## src/rtl/memory_pkg.sv

```systemverilog
// Shared encodings for the memory bank: access-type codes and the controller state type.
package memory_pkg;

  localparam logic OP_READ  = 1'b0;
  localparam logic OP_WRITE = 1'b1;

  typedef enum logic {
    IDLE  = 1'b0,
    CLEAR = 1'b1
  } state_t;

endpackage

```

## src/rtl/memory_bank.sv

```systemverilog
// Single-port register-array memory bank with one-cycle registered reads and a
// DEPTH-cycle zeroing sweep; ready is high only while the bank is idle.
module memory_bank
  import memory_pkg::*;
#(
  parameter int DATA_W = 8,
  parameter int ADDR_W = 3
) (
  input  logic              clk,
  input  logic              rst,
  input  logic              select,
  input  logic              op,
  input  logic [ADDR_W-1:0] address,
  input  logic [DATA_W-1:0] data_input,
  input  logic              clear,
  output logic              ready,
  output logic [DATA_W-1:0] data_output,
  output logic              valid
);

  localparam int DEPTH = 2 ** ADDR_W;

  logic [DATA_W-1:0] mem [DEPTH];

  state_t            state;
  logic [ADDR_W-1:0] counter;
  logic              accept;
  logic              wr_en;
  logic [ADDR_W-1:0] wr_addr;
  logic [DATA_W-1:0] wr_data;

  assign ready  = (state == IDLE);
  assign accept = select & ready & ~clear;

  // One write port shared by host writes and the clear sweep; reset blocks both.
  always_comb begin
    wr_en   = 1'b0;
    wr_addr = address;
    wr_data = data_input;
    if (!rst) begin
      if (state == CLEAR) begin
        wr_en   = 1'b1;
        wr_addr = counter;
        wr_data = '0;
      end else if (accept && op == OP_WRITE) begin
        wr_en = 1'b1;
      end
    end
  end

  always_ff @(posedge clk) begin
    if (wr_en) mem[wr_addr] <= wr_data;
  end

  always_ff @(posedge clk) begin
    if (rst) begin
      state       <= IDLE;
      counter     <= '0;
      data_output <= '0;
      valid       <= 1'b0;
    end else begin
      valid <= 1'b0;
      case (state)
        IDLE: begin
          if (clear) begin
            state   <= CLEAR;
            counter <= '0;
          end else if (accept && op == OP_READ) begin
            data_output <= mem[address];
            valid       <= 1'b1;
          end
        end
        CLEAR: begin
          // Counter wraps naturally at DEPTH; the last word written ends the sweep.
          counter <= counter + 1'b1;
          if (counter == '1) state <= IDLE;
        end
        default: state <= IDLE;
      endcase
    end
  end

endmodule

```

## config.mk

```make
export PLATFORM = sky130hd
export DESIGN_NAME = memory_bank
export DESIGN_NICKNAME = d
export VERILOG_FILES = /design/src/rtl/memory_pkg.sv /design/src/rtl/memory_bank.sv
export SDC_FILE = /design/constraint.sdc
export NUM_CORES = 1
export LEC_CHECK = 0
export CORE_ASPECT_RATIO = 0.6
export CORE_MARGIN = 2
export CORE_UTILIZATION = 57
export DETAILED_ROUTE_END_ITERATION = 10
export PLACE_DENSITY = 0.85
export SLEW_MARGIN = 20
export SYNTH_ARGS = -nofsm -noshare
export SYNTH_HDL_FRONTEND = slang
export SYNTH_SLANG_ARGS = --single-unit
export TNS_END_PERCENT = 1
```

## constraint.sdc

```tcl
create_clock -name clk -period 2.2 [get_ports clk]
set_input_delay 0.22 -clock clk [delete_from_list [all_inputs] [get_ports clk]]
set_output_delay 0.22 -clock clk [all_outputs]
set_load 0.005 [all_outputs]
```

Word level (Yosys, flattened, before mapping) --
Memories as Yosys holds them, arrays and structs flattened. A register that Yosys moved wholly into a read port is not among the register bits. Index checks and enable logic that the tools add are counted.
Word-level totals: register bits 5, bits in writable memories 64, input bits 16, output and inout bits 10, word-level logic and storage cells 31, memories 1
Cells by class: add/subtract/negate cells 1, eq/ne operators 2, mux-type cells 15, bitwise operators 5, reductions and logical operators 4
Memory list:
- mem | depth 8, width 8, read ports 1, clocked after Yosys merged registers in 1, write ports 1, line memory_bank.sv:23 | logic [DATA_W-1:0] mem [DEPTH];
Operators by type and width (count):
- $mux 8 | 2
- $mux 3 | 3
- $mux 1 | 8
- $pmux 3 s2 | 1
- $add 3x1->3 const B | 1
- $eq 3x3->1 const B | 1
- $not 1->1 | 3
- $reduce_and 3->1 | 1
- $reduce_or 3->1 | 1
- $and 1x1->1 | 2
- $logic_and 1x1->1 | 2
- $ne 2x2->1 const B | 1
- $pmux 1 s2 | 1

Depth between registers and ports, before layout --
Gate-level depths: netlist (run 1).
word-level depth 9, gate-level depth with buffers 5, depth with buffers taken out 4

Worst setup path after synthesis (run 1) --
Ideal clock, no wire load.
kind register -> register, start reg state, end mem mem[0][0] (enable), setup time 0.383 ns, arrival time 1.471 ns, data required time 1.817 ns, setup slack 0.346 ns, stages on the path, launching flop included 5, path buffers 1, period minus slack after synthesis 1.854 ns, cell sequence dfxtp_1 buf_4 inv_1 a21o_1 nor3_1
Between the ends: cells in the longest elaborated chain, start to end 9, elaborated cells between the ends (all ways) 11, those cells by class 7 x mux; 3 x bitwise; 1 x reduce/logical
Ends and longest elaborated chain:
- start: declaration | line memory_bank.sv:25 | state_t state;
- start signal: assignment | line memory_bank.sv:57 | state <= IDLE;
- start signal: assignment | line memory_bank.sv:66 | state <= CLEAR;
- start signal: assignment | line memory_bank.sv:76 | if (counter == '1) state <= IDLE;
- $not 1->1
- via ready | line memory_bank.sv:16 | output logic ready,
- $and 1x1->1 (2 in series) | line memory_bank.sv:33 | assign accept = select & ready & ~clear;
- $logic_and 1x1->1 | line memory_bank.sv:45 | end else if (accept && op == OP_WRITE) begin
- $mux 1 | line memory_bank.sv:45
- $mux 1 | line memory_bank.sv:41 | if (state == CLEAR) begin
- $mux 1 | line memory_bank.sv:40 | if (!rst) begin
- $mux 1 | line memory_bank.sv:52 | if (wr_en) mem[wr_addr] <= wr_data;
- $mux 1 (implied by the code) | line memory_bank.sv:52
- end: declaration | line memory_bank.sv:23
The timed path passes the listed nets, and every way through them passes these cells.

Final worst setup path (run 1) --
start reg state, end mem mem[0][0] (enable)
Between the ends: cells in the longest elaborated chain, start to end 9, elaborated cells between the ends (all ways) 11, those cells by class 7 x mux; 3 x bitwise; 1 x reduce/logical
Ends and longest elaborated chain (line):
- $not 1->1
- $and 1x1->1 (2 in series) | memory_bank.sv:33
- $logic_and 1x1->1 | memory_bank.sv:45
- $mux 1 | memory_bank.sv:45
- $mux 1 | memory_bank.sv:41
- $mux 1 | memory_bank.sv:40
- $mux 1 | memory_bank.sv:52
- $mux 1 (implied by the code) | memory_bank.sv:52
Parallel ways exist; a longest one is shown, timed or not.

==> flow_summary.toml, run 1 <==
[status]
status = "finished, final reports clean"

[timing]
maxSlewViolCount = 0
timing.max_slew.rel_slack = 0.700
fin_setup_tns_ns = 0
finClkSkew_ns = 0.00744
post-route-period-util = 0.823
maxClockFrequency_mhz = 553
finalSetupViolations = 0
hold_slack_ns = 0.475
grt_setup_unrepaired = "false"
tightestPinTransition_ns = 0.450
post-route-min-period_ns = 1.81
finalHoldViolations = 0

[synth]
combinational_family_with_the_most_area_after_synthesis = "multiplexers"
yosys_warnings = 0
syn_nets = 213
synth_seq_area_share = 0.694
synth-seq-cells = 77
netlist_instances = 195
synthAdderAreaFrac = 0.00796
syn_area_mm2 = 0.00315
post_synth_mux_area_share = 0.113
synth_simple_gate_area_frac = 0.0712
post_synth_xor_area_fraction = 0
synth-compound-area-share = 0.0800
synth_cell_type_count = 32
syn-mean-instance-area_um2 = 16.1

[place]
placement.io_buffers = 25
gpl.final_weighted_congestion = 0.832
place_hpwl_um = 4490

[power_and_ir_drop]
power.clock.fraction = 0.400
p_int_uw = 2450
power_frac_seq = 0.527
ir_drop_v = 0.000524
power.net_switching_uw = 625
netSwitchingFraction = 0.203
comb_power_share = 0.073
cellLeakagePower_uw = 0.00135
power.density_cell_area_mw_per_mm2 = 823

[drt]
drt_iter0_markers = 205
detailedRoute.firstPassIterationCount = 5
detailroute.via_count = 1880
route.antenna.remaining_nets = 0
detail_route.drc_violations = 0
routed_wl_um = 6560
routed_via_density = 6.14
wl_per_cell_um = 21.4

[worst_setup_path]
critPathCaptureType = "flip-flop"
critical_path.startpoint_type = "flip-flop"
worstSetupPathType = "reg -> reg"
worstPathMaxFanout = 14
cp_data_required_time_ns = 2.26
critPathArrivalTime_ns = 1.87

[clocking]
postCtsSetupRepairBufs = 0
max-clock-path-buffers = 2
cts.clk_slew.worst_paths_ns = 0.08
cts.hold.buffers_added = 0
clkSinkCount = 77
cts_root_buffer = "sky130_fd_sc_hd__clkbuf_8"
worst_skew_pair.late_latency_ns = 0.35
htree_num_levels = 3
post_cts_resize_count = 0
tritoncts = "yes"
cts_made_buffers = 9

[run]
cap_viol_max_count = 0

[global_routing]
global_route.usage.total = 0.235
grt_first_pass_wirelength_um = 9840
grt_overflow_total = 0
antenna_violations_before_repair = 0
grt_max_degree = 36
grt_pass1_vias = 1805

[layout]
layout.core_utilization = 0.722
synthToLayoutAreaGrowth_pct = 18.9
num-nets-final = 253
layout_common_cells = "sky130_fd_sc_hd__edfxtp_1, sky130_fd_sc_hd__mux2i_1, sky130_fd_sc_hd__clkdlybuf4s50_1"
final_common_cell = "sky130_fd_sc_hd__edfxtp_1"
drive_above_1_share = 0.146
diodes = 0

[floorplanning]
floorplan.initialDensity = 0.607
area_of_the_core_mm2 = 0.00518
total_i_o_pin_count = 26
die_h_um = 61.5
fp.dieW_um = 99.9
dieArea_mm2 = 0.00615
row_count = 20

[hold_path]
hold_class = "reg -> reg"
[kinds of logic (layout without fill, tap and decap cells)]
kind of cell	count (synthesis)	in the layout
flip-flops	77	77
multiplexers	35	35
AND/OR/NAND/NOR	35	35
AO/OA/AOI/OAI	32	32
buffers and inverters	14	59
adder cells (fa/ha/maj)	2	2
[path summary, 6_finish.rpt]
check,from,endpoint,slack [ns],depth (start not counted)
max reg2reg,state$_SDFF_PP0_,mem[0][0]$_DFFE_PP_,0.39,4
min reg2reg,data_output[1]$_SDFFE_PP0P_,data_output[1]$_SDFFE_PP0P_,0.48,1
min,data_output[1]$_SDFFE_PP0P_,data_output[1]$_SDFFE_PP0P_,0.48,1
max,state$_SDFF_PP0_,mem[0][0]$_DFFE_PP_,0.39,4
[power by group through the flow]
stage / Clock [uW] / Sequential [uW] / Combinational [uW]
after detailed placement: 0 / 1650 / 220
final: 1230 / 1620 / 224
after CTS: 1250 / 1620 / 222
after global routing: 1310 / 1620 / 238
after global placement: 0 / 1650 / 215
after floorplan: 0 / 1650 / 131
[sequential cells by signal (all words and copies together), names as in the netlist]
name,cells
mem,64
valid,1
counter,3
state,1
data_output,8
[per-layer routing]
layer,vias to the layer above,track usage,routed length (um)
met3,11,0.0829,519
met4,0,0.0744,116
met1,931,0.327,3120
met2,80,0.355,2810
li1,858,-,-
met5,-,0,0
[critical path, stage by stage, from the launching register on]
cell and delay, ns:
sky130_fd_sc_hd__dfxtp_1 0.59, sky130_fd_sc_hd__nand2b_2 0.17, sky130_fd_sc_hd__mux2_4 0.34, sky130_fd_sc_hd__nor3_1 0.21
sky130_fd_sc_hd__buf_4 0.21
[cell usage after synthesis]
library cell	number	area, um2
sky130_fd_sc_hd__a211oi_1	1	7.51
sky130_fd_sc_hd__a21o_1	1	7.51
sky130_fd_sc_hd__a21oi_1	2	10.0
sky130_fd_sc_hd__a22oi_1	16	120
sky130_fd_sc_hd__a31oi_1	4	25.0
sky130_fd_sc_hd__a32o_1	7	70.1
sky130_fd_sc_hd__a32o_2	1	11.3
sky130_fd_sc_hd__and2_1	9	56.3
sky130_fd_sc_hd__and2b_1	1	7.51
sky130_fd_sc_hd__and4b_1	1	10.0
sky130_fd_sc_hd__buf_12	1	20.0
sky130_fd_sc_hd__buf_2	1	5.00
sky130_fd_sc_hd__buf_4	2	15.0
sky130_fd_sc_hd__buf_6	2	22.5
sky130_fd_sc_hd__buf_8	1	15.0
sky130_fd_sc_hd__clkbuf_1	1	3.75
sky130_fd_sc_hd__clkbuf_2	3	15.0
sky130_fd_sc_hd__dfxtp_1	13	260
sky130_fd_sc_hd__edfxtp_1	64	1920
sky130_fd_sc_hd__ha_1	2	25.0
sky130_fd_sc_hd__inv_1	3	11.3
sky130_fd_sc_hd__mux2_4	1	15.0
sky130_fd_sc_hd__mux2i_1	34	340
sky130_fd_sc_hd__nand2b_2	1	8.76
sky130_fd_sc_hd__nand3b_1	1	7.51
sky130_fd_sc_hd__nor2_1	6	22.5
sky130_fd_sc_hd__nor2b_1	2	12.5
sky130_fd_sc_hd__nor3_1	8	40.0
sky130_fd_sc_hd__nor3b_1	2	15.0
sky130_fd_sc_hd__nor4b_1	1	8.76
sky130_fd_sc_hd__nor4b_2	1	15.0
sky130_fd_sc_hd__nor4bb_1	2	20.0
[stage by stage]
step | worst slack (ns) | cell area, um2 | std cells | total power [uW]
6_report | 0.390 | 3740 | 306 | 3080
5_1_grt | 0.269 | 3740 | 306 | 3170
4_1_cts | 0.399 | 3740 | 306 | 3090
3_5_place_dp | 0.152 | 3500 | 290 | 1870
3_3_place_gp | 0.194 | 3500 | 290 | 1870
2_1_floorplan | 0.346 | 3150 | 195 | 1780
[final cells by class]
type / instances / area (um2)
repair buffers: 40 / 370
well taps: 66 / 82.6
clock inverters: 7 / 114
clock buffers: 9 / 124
fillers: 329 / 1440
multi-input cells: 104 / 856
inverters: 3 / 11.3
flip-flops and latches: 77 / 2180
(Power assumes the default switching activity.)
==> inputs of run 2 (changes only) <==
==> constraint.sdc (replaced) <==
create_clock -name clk -period 1.8 [get_ports clk]
set_input_delay 0.18 -clock clk [delete_from_list [all_inputs] [get_ports clk]]
set_output_delay 0.18 -clock clk [all_outputs]
set_load 0.005 [all_outputs]
==> run 2 against run 1 <==
Count of clock-buffer cells in the layout is 1 higher. Routed wire length is 0.46% higher. Largest cell class unchanged. Global-route usage is 0.41 points higher. Worst setup slack worse by 0.20 ns. Design area is 2.2% higher. Clock skew is 0.0048 ns higher.
==> flow_summary.toml, run 2 (same netlist as run 1, synthesis figures left out) <==
[timing]
tightestPinTransition_ns = 0.432
maxSlewViolCount = 0
fin_setup_tns_ns = 0
finalHoldViolations = 0
timing.max_slew.rel_slack = 0.704
post-route-period-util = 0.897
post-route-min-period_ns = 1.61
finalSetupViolations = 0
finClkSkew_ns = 0.0122
grt_setup_unrepaired = "false"
final.setup.worst_slack_ns = 0.186
maxClockFrequency_mhz = 620

[floorplanning]
row_count = 20
dieArea_mm2 = 0.00615
fp.dieW_um = 99.9
die_h_um = 61.5
area_of_the_core_mm2 = 0.00518
total_i_o_pin_count = 26
floorplan.initialDensity = 0.607

[clocking]
cts.clk_slew.worst_paths_ns = 0.08
cts_made_buffers = 9
htree_num_levels = 3
tritoncts = "yes"
worst_skew_pair.late_latency_ns = 0.35
postCtsSetupRepairBufs = 0
clkSinkCount = 77
post_cts_resize_count = 0
cts_root_buffer = "sky130_fd_sc_hd__clkbuf_8"
cts.hold.buffers_added = 0
max-clock-path-buffers = 2

[worst_setup_path]
critPathArrivalTime_ns = 1.67
cp_cell_sequence = "nand2b_2 > buf_4 > mux2i_1 > nor3_1 > buf_4"
delay_of_the_slowest_critical_path_stage_ns = 0.41
cp_data_required_time_ns = 1.86
critical_path.slowest_cell = "sky130_fd_sc_hd__dfxtp_2"
worstPathMaxFanout = 8
critPathCaptureType = "flip-flop"
critical_path.startpoint_type = "flip-flop"
worstSetupPathType = "reg -> reg"
r2r-start = "state$_SDFF_PP0_"
regToRegSetupSlack_ns = 0.19
critPathLaunch = "state$_SDFF_PP0_"
path_common_cell = "sky130_fd_sc_hd__buf_4"

[global_routing]
grt_overflow_total = 0
grtUsageMet2 = 0.391
grt_first_pass_wirelength_um = 10200
antenna_violations_before_repair = 0
global_route.usage.total = 0.239
gr-usage-met1 = 0.317
grt_pass1_vias = 1820
grt_max_degree = 36
grt-busiest-layer = "met2"
grtUsageMet3 = 0.0726

[layout]
layout_common_cells = "sky130_fd_sc_hd__edfxtp_1, sky130_fd_sc_hd__mux2i_1, sky130_fd_sc_hd__clkdlybuf4s50_1"
fillerInstances = 329
layout.core_utilization = 0.738
synthToLayoutAreaGrowth_pct = 21.5
diodes = 0
largest_register_ffs = 64
biggestRegsByFlops = "mem: 64 flops, data_output: 8 flops, counter: 3 flops"
layout.area.seq_mm2 = 0.00218
post-route-cell-area_mm2 = 0.00382
top_register = "mem"
final_common_cell = "sky130_fd_sc_hd__edfxtp_1"
drive_above_1_share = 0.181
num-nets-final = 262
multi_input_area_um2 = 856

[power_and_ir_drop]
ir_drop_v = 0.000608
finalPower_uw = 3830
cellLeakagePower_uw = 0.00140
power.density_cell_area_mw_per_mm2 = 1000

[drt]
detailroute.via_count = 1855
routed_wl_um = 6590
routed_via_density = 5.89
detailedRoute.firstPassIterationCount = 4
drt_iter0_markers = 143
detail_route.drc_violations = 0
wl_per_cell_um = 20.9
route.antenna.remaining_nets = 0

[run]
cap_viol_max_count = 0

[place]
worst_slack_placed_ns = -0.137
placement.io_buffers = 25
gpl.final_weighted_congestion = 0.889
place_hpwl_um = 4510
placement.cell_area_mm2 = 0.00358

[status]
status = "finished, final reports clean"

[hold_path]
hold_class = "reg -> reg"
hold_path_startpoint = "data_output[1]$_SDFFE_PP0P_"
run 2: area by class of cell:
| class | instances | area share |
|---|---|---|
| flip-flops and latches | 77 | 0.571 |
| multi-input cells | 104 | 0.224 |
| repair buffers | 49 | 0.118 |
| clock buffers | 10 | 0.0334 |
| clock inverters | 6 | 0.0291 |
| well taps | 66 | 0.0216 |
| inverters | 3 | 0.00295 |
run 2: power by group:
part	total, uW	leakage (uW)	switching (uW)	internal [uW]
clock	1550	0.000117	629	924
sequential	1980	0.000687	14.9	1970
combinational	294	0.000598	159	136
run 2: metrics by stage:
step | hold WS [ns] | instances
final | 0.469 | 315
after floorplan | 0.394 | 195
after global routing | 0.491 | 315
after global placement | 0.450 | 299
after detailed placement | 0.457 | 299
after CTS | 0.476 | 315
run 2: metal layers:
layer | routed length (um) | part of all wire | up-vias
met5 | 0 | 0 | -
met3 | 397 | 0.060 | 9
met2 | 3080 | 0.47 | 53
li1 | - | - | 873
met1 | 3030 | 0.46 | 920
met4 | 83 | 0.013 | 0
run 2: critical path: cells and delay by family, from the launching register on:
family / cells / cell delay (ns)
buf+inv: 2 / 0.36
flops: 1 / 0.41
simple gates: 2 / 0.36
mux: 1 / 0.19
run 2: path summary, 6_finish.rpt:
check / endpoint / depth (start not counted)
setup / recovery: mem[2][0]$_DFFE_PP_ / 5
hold / removal: data_output[1]$_SDFFE_PP0P_ / 1
setup reg to reg: mem[2][0]$_DFFE_PP_ / 5
hold reg to reg: data_output[1]$_SDFFE_PP0P_ / 1
==> inputs of run 3 (changes only) <==
--- a/config.mk
+++ b/config.mk
@@ -9,7 +9,8 @@
 export CORE_MARGIN = 2
 export CORE_UTILIZATION = 57
 export DETAILED_ROUTE_END_ITERATION = 10
-export PLACE_DENSITY = 0.85
+export GPL_TIMING_DRIVEN = 0
+export PLACE_DENSITY_LB_ADDON = 0.12
 export SLEW_MARGIN = 20
 export SYNTH_ARGS = -nofsm -noshare
 export SYNTH_HDL_FRONTEND = slang
==> run 3 against run 2 <==
The run now ends with negative setup slack left. Cell count fell by 2.2%. Total power fell by 8.9%. Largest cell class unchanged. Global-route usage grew 0.23 points.
==> flow_summary.toml, run 3 (same netlist as run 1, synthesis figures left out) <==
[status]
status = "finished with violations"
violations = "negative setup slack"

[global_routing]
grt_max_degree = 13
grt_first_pass_wirelength_um = 10200
antenna_violations_before_repair = 0
global_route.usage.total = 0.241
grt_overflow_total = 0
grt_pass1_vias = 1849

[clocking]
cts.clk_slew.worst_paths_ns = 0.07
cts_made_buffers = 9
htree_num_levels = 3
clkSinkCount = 77
max-clock-path-buffers = 2
worst_skew_pair.late_latency_ns = 0.34
cts_root_buffer = "sky130_fd_sc_hd__clkbuf_8"
tritoncts = "yes"

[place]
placement.io_buffers = 24
place_hpwl_um = 4300
gpl.final_weighted_congestion = 0.819

[worst_setup_path]
critPathCaptureType = "flip-flop"
critical_path.slowest_cell = "sky130_fd_sc_hd__clkdlybuf4s50_1"
delay_of_the_slowest_critical_path_stage_ns = 0.44
cp_data_required_time_ns = 1.78
critical_path.startpoint_type = "input pin"
cp_cell_sequence = "clkdlybuf4s50_1 > buf_2 > nor4bb_2 > a31oi_2 > nor3_4"
worstSetupPathType = "in -> reg"
regToRegSetupSlack_ns = -0.02
worstPathMaxFanout = 10
critPathArrivalTime_ns = 1.81

[power_and_ir_drop]
power.clock.fraction = 0.342
p_int_uw = 2730
ir_drop_v = 0.000514
cellLeakagePower_uw = 0.00139
finalPower_uw = 3490
netSwitchingFraction = 0.218
power_frac_seq = 0.569
comb_power_share = 0.090
power.net_switching_uw = 760
power.density_cell_area_mw_per_mm2 = 902

[layout]
biggestRegsByFlops = "mem: 64 flops, data_output: 8 flops, counter: 3 flops"
final_common_cell = "sky130_fd_sc_hd__edfxtp_1"
top_register = "mem"
layout_common_cells = "sky130_fd_sc_hd__edfxtp_1, sky130_fd_sc_hd__mux2i_1, sky130_fd_sc_hd__clkdlybuf4s50_1"
synthToLayoutAreaGrowth_pct = 22.8
num-nets-final = 255
largest_register_ffs = 64
drive_above_1_share = 0.202
diodes = 0

[drt]
detailedRoute.firstPassIterationCount = 4
routed_wl_um = 6970
drt_iter0_markers = 146
detail_route.drc_violations = 0
wl_per_cell_um = 22.6
detailroute.via_count = 1919
route.antenna.remaining_nets = 0
routed_via_density = 6.23

[timing]
maxSlewViolCount = 0
post-route-period-util = 1.02
tightestPinTransition_ns = 0.861
timing.max_slew.rel_slack = 0.424
finalHoldViolations = 0
hold_slack_ns = 0.463
maxClockFrequency_mhz = 545
final.setup.worst_slack_ns = -0.0357
grt_setup_unrepaired = "true"
finClkSkew_ns = 0.00755
finalSetupViolations = 29
post-route-min-period_ns = 1.84

[floorplanning]
total_i_o_pin_count = 26
die_h_um = 61.5
row_count = 20
fp.dieW_um = 99.9
floorplan.initialDensity = 0.607
dieArea_mm2 = 0.00615
area_of_the_core_mm2 = 0.00518

[hold_path]
hold_class = "in -> reg"

[run]
cap_viol_max_count = 0
==> run 3: cell types whose count changed in the layout (fill, tap and decap cells not counted), moves of 2 or more <==
| cell | delta |
|---|---|
| sky130_fd_sc_hd__clkbuf_2 | +3 |
| sky130_fd_sc_hd__clkinv_1 | +3 |
| sky130_fd_sc_hd__buf_6 | +3 |
| sky130_fd_sc_hd__buf_4 | -15 |
| sky130_fd_sc_hd__nor3_4 | +8 |
| sky130_fd_sc_hd__nor4bb_1 | -2 |
| sky130_fd_sc_hd__bufinv_16 | -2 |
| sky130_fd_sc_hd__nor3_1 | -8 |
| sky130_fd_sc_hd__nor4bb_2 | +2 |
==> run 3: power groups by stage <==
stage / sequential [uW] / clock [uW] / combinational [uW]
2_1_floorplan: 2020 / 0 / 161
3_3_place_gp: 2020 / 0 / 252
3_5_place_dp: 2020 / 0 / 275
4_1_cts: 1980 / 1210 / 298
5_1_grt: 1980 / 1280 / 330
6_report: 1980 / 1190 / 312
==> run 3: final cells by class <==
cell class | instances | area [um2]
Clock buffer | 10 | 128
Multi-Input combinational cell | 104 | 982
Clock inverter | 6 | 53.8
Inverter | 3 | 11.3
Fill cell | 303 | 1320
Sequential cell | 77 | 2180
Buffer | 11 | 100
Tap cell | 66 | 82.6
Timing Repair Buffer | 31 | 322
==> run 3: metal layers <==
layer / part of all wire / GRT usage / up-vias / routed length [um]
met5: 0 / 0 / - / 0
met4: 0.019 / 0.104 / 0 / 133
met3: 0.093 / 0.0624 / 14 / 648
met2: 0.49 / 0.407 / 112 / 3410
met1: 0.40 / 0.307 / 932 / 2780
li1: - / - / 861 / -
==> run 3: final timing paths <==
kind	start	endpoint	cells past startpoint
worst min register to register	data_output[6]$_SDFFE_PP0P_	data_output[6]$_SDFFE_PP0P_	1
worst min-delay path	address[0]	data_output[6]$_SDFFE_PP0P_	4
worst max register to register	counter[0]$_SDFFE_PP0N_	mem[3][1]$_DFFE_PP_	3
worst max-delay path	rst	mem[3][1]$_DFFE_PP_	5
==> run 3: critical path: cells and delay by family <==
| kind | cells | cell delay (ns) |
|---|---|---|
| AO/OA/AOI/OAI | 1 | 0.14 |
| buffers and inverters | 2 | 0.66 |
| AND/OR/NAND/NOR | 2 | 0.83 |
==> run 3: metrics by stage <==
step	std cells	cell area, um2	utilization	setup slack [ns]	TNS (ns)
after CTS	307	3820	0.738	-0.0918	-0.829
after global routing	308	3860	0.746	-0.108	-2.76
final	308	3860	0.746	-0.0357	-0.440
after global placement	285	3470	0.670	-1.08	-65.07
after floorplan	195	3150	-	-0.0543	-3.01
after detailed placement	288	3530	0.682	-0.773	-40.05
==> run 3: repair_timing <==
item	CTS	global route
pin swaps	3	1
resized for setup	15	5
endpoints found under the setup margin	58	50
setup buffers	3	1
hold buffers	0	0
hold endpoints to repair	0	0
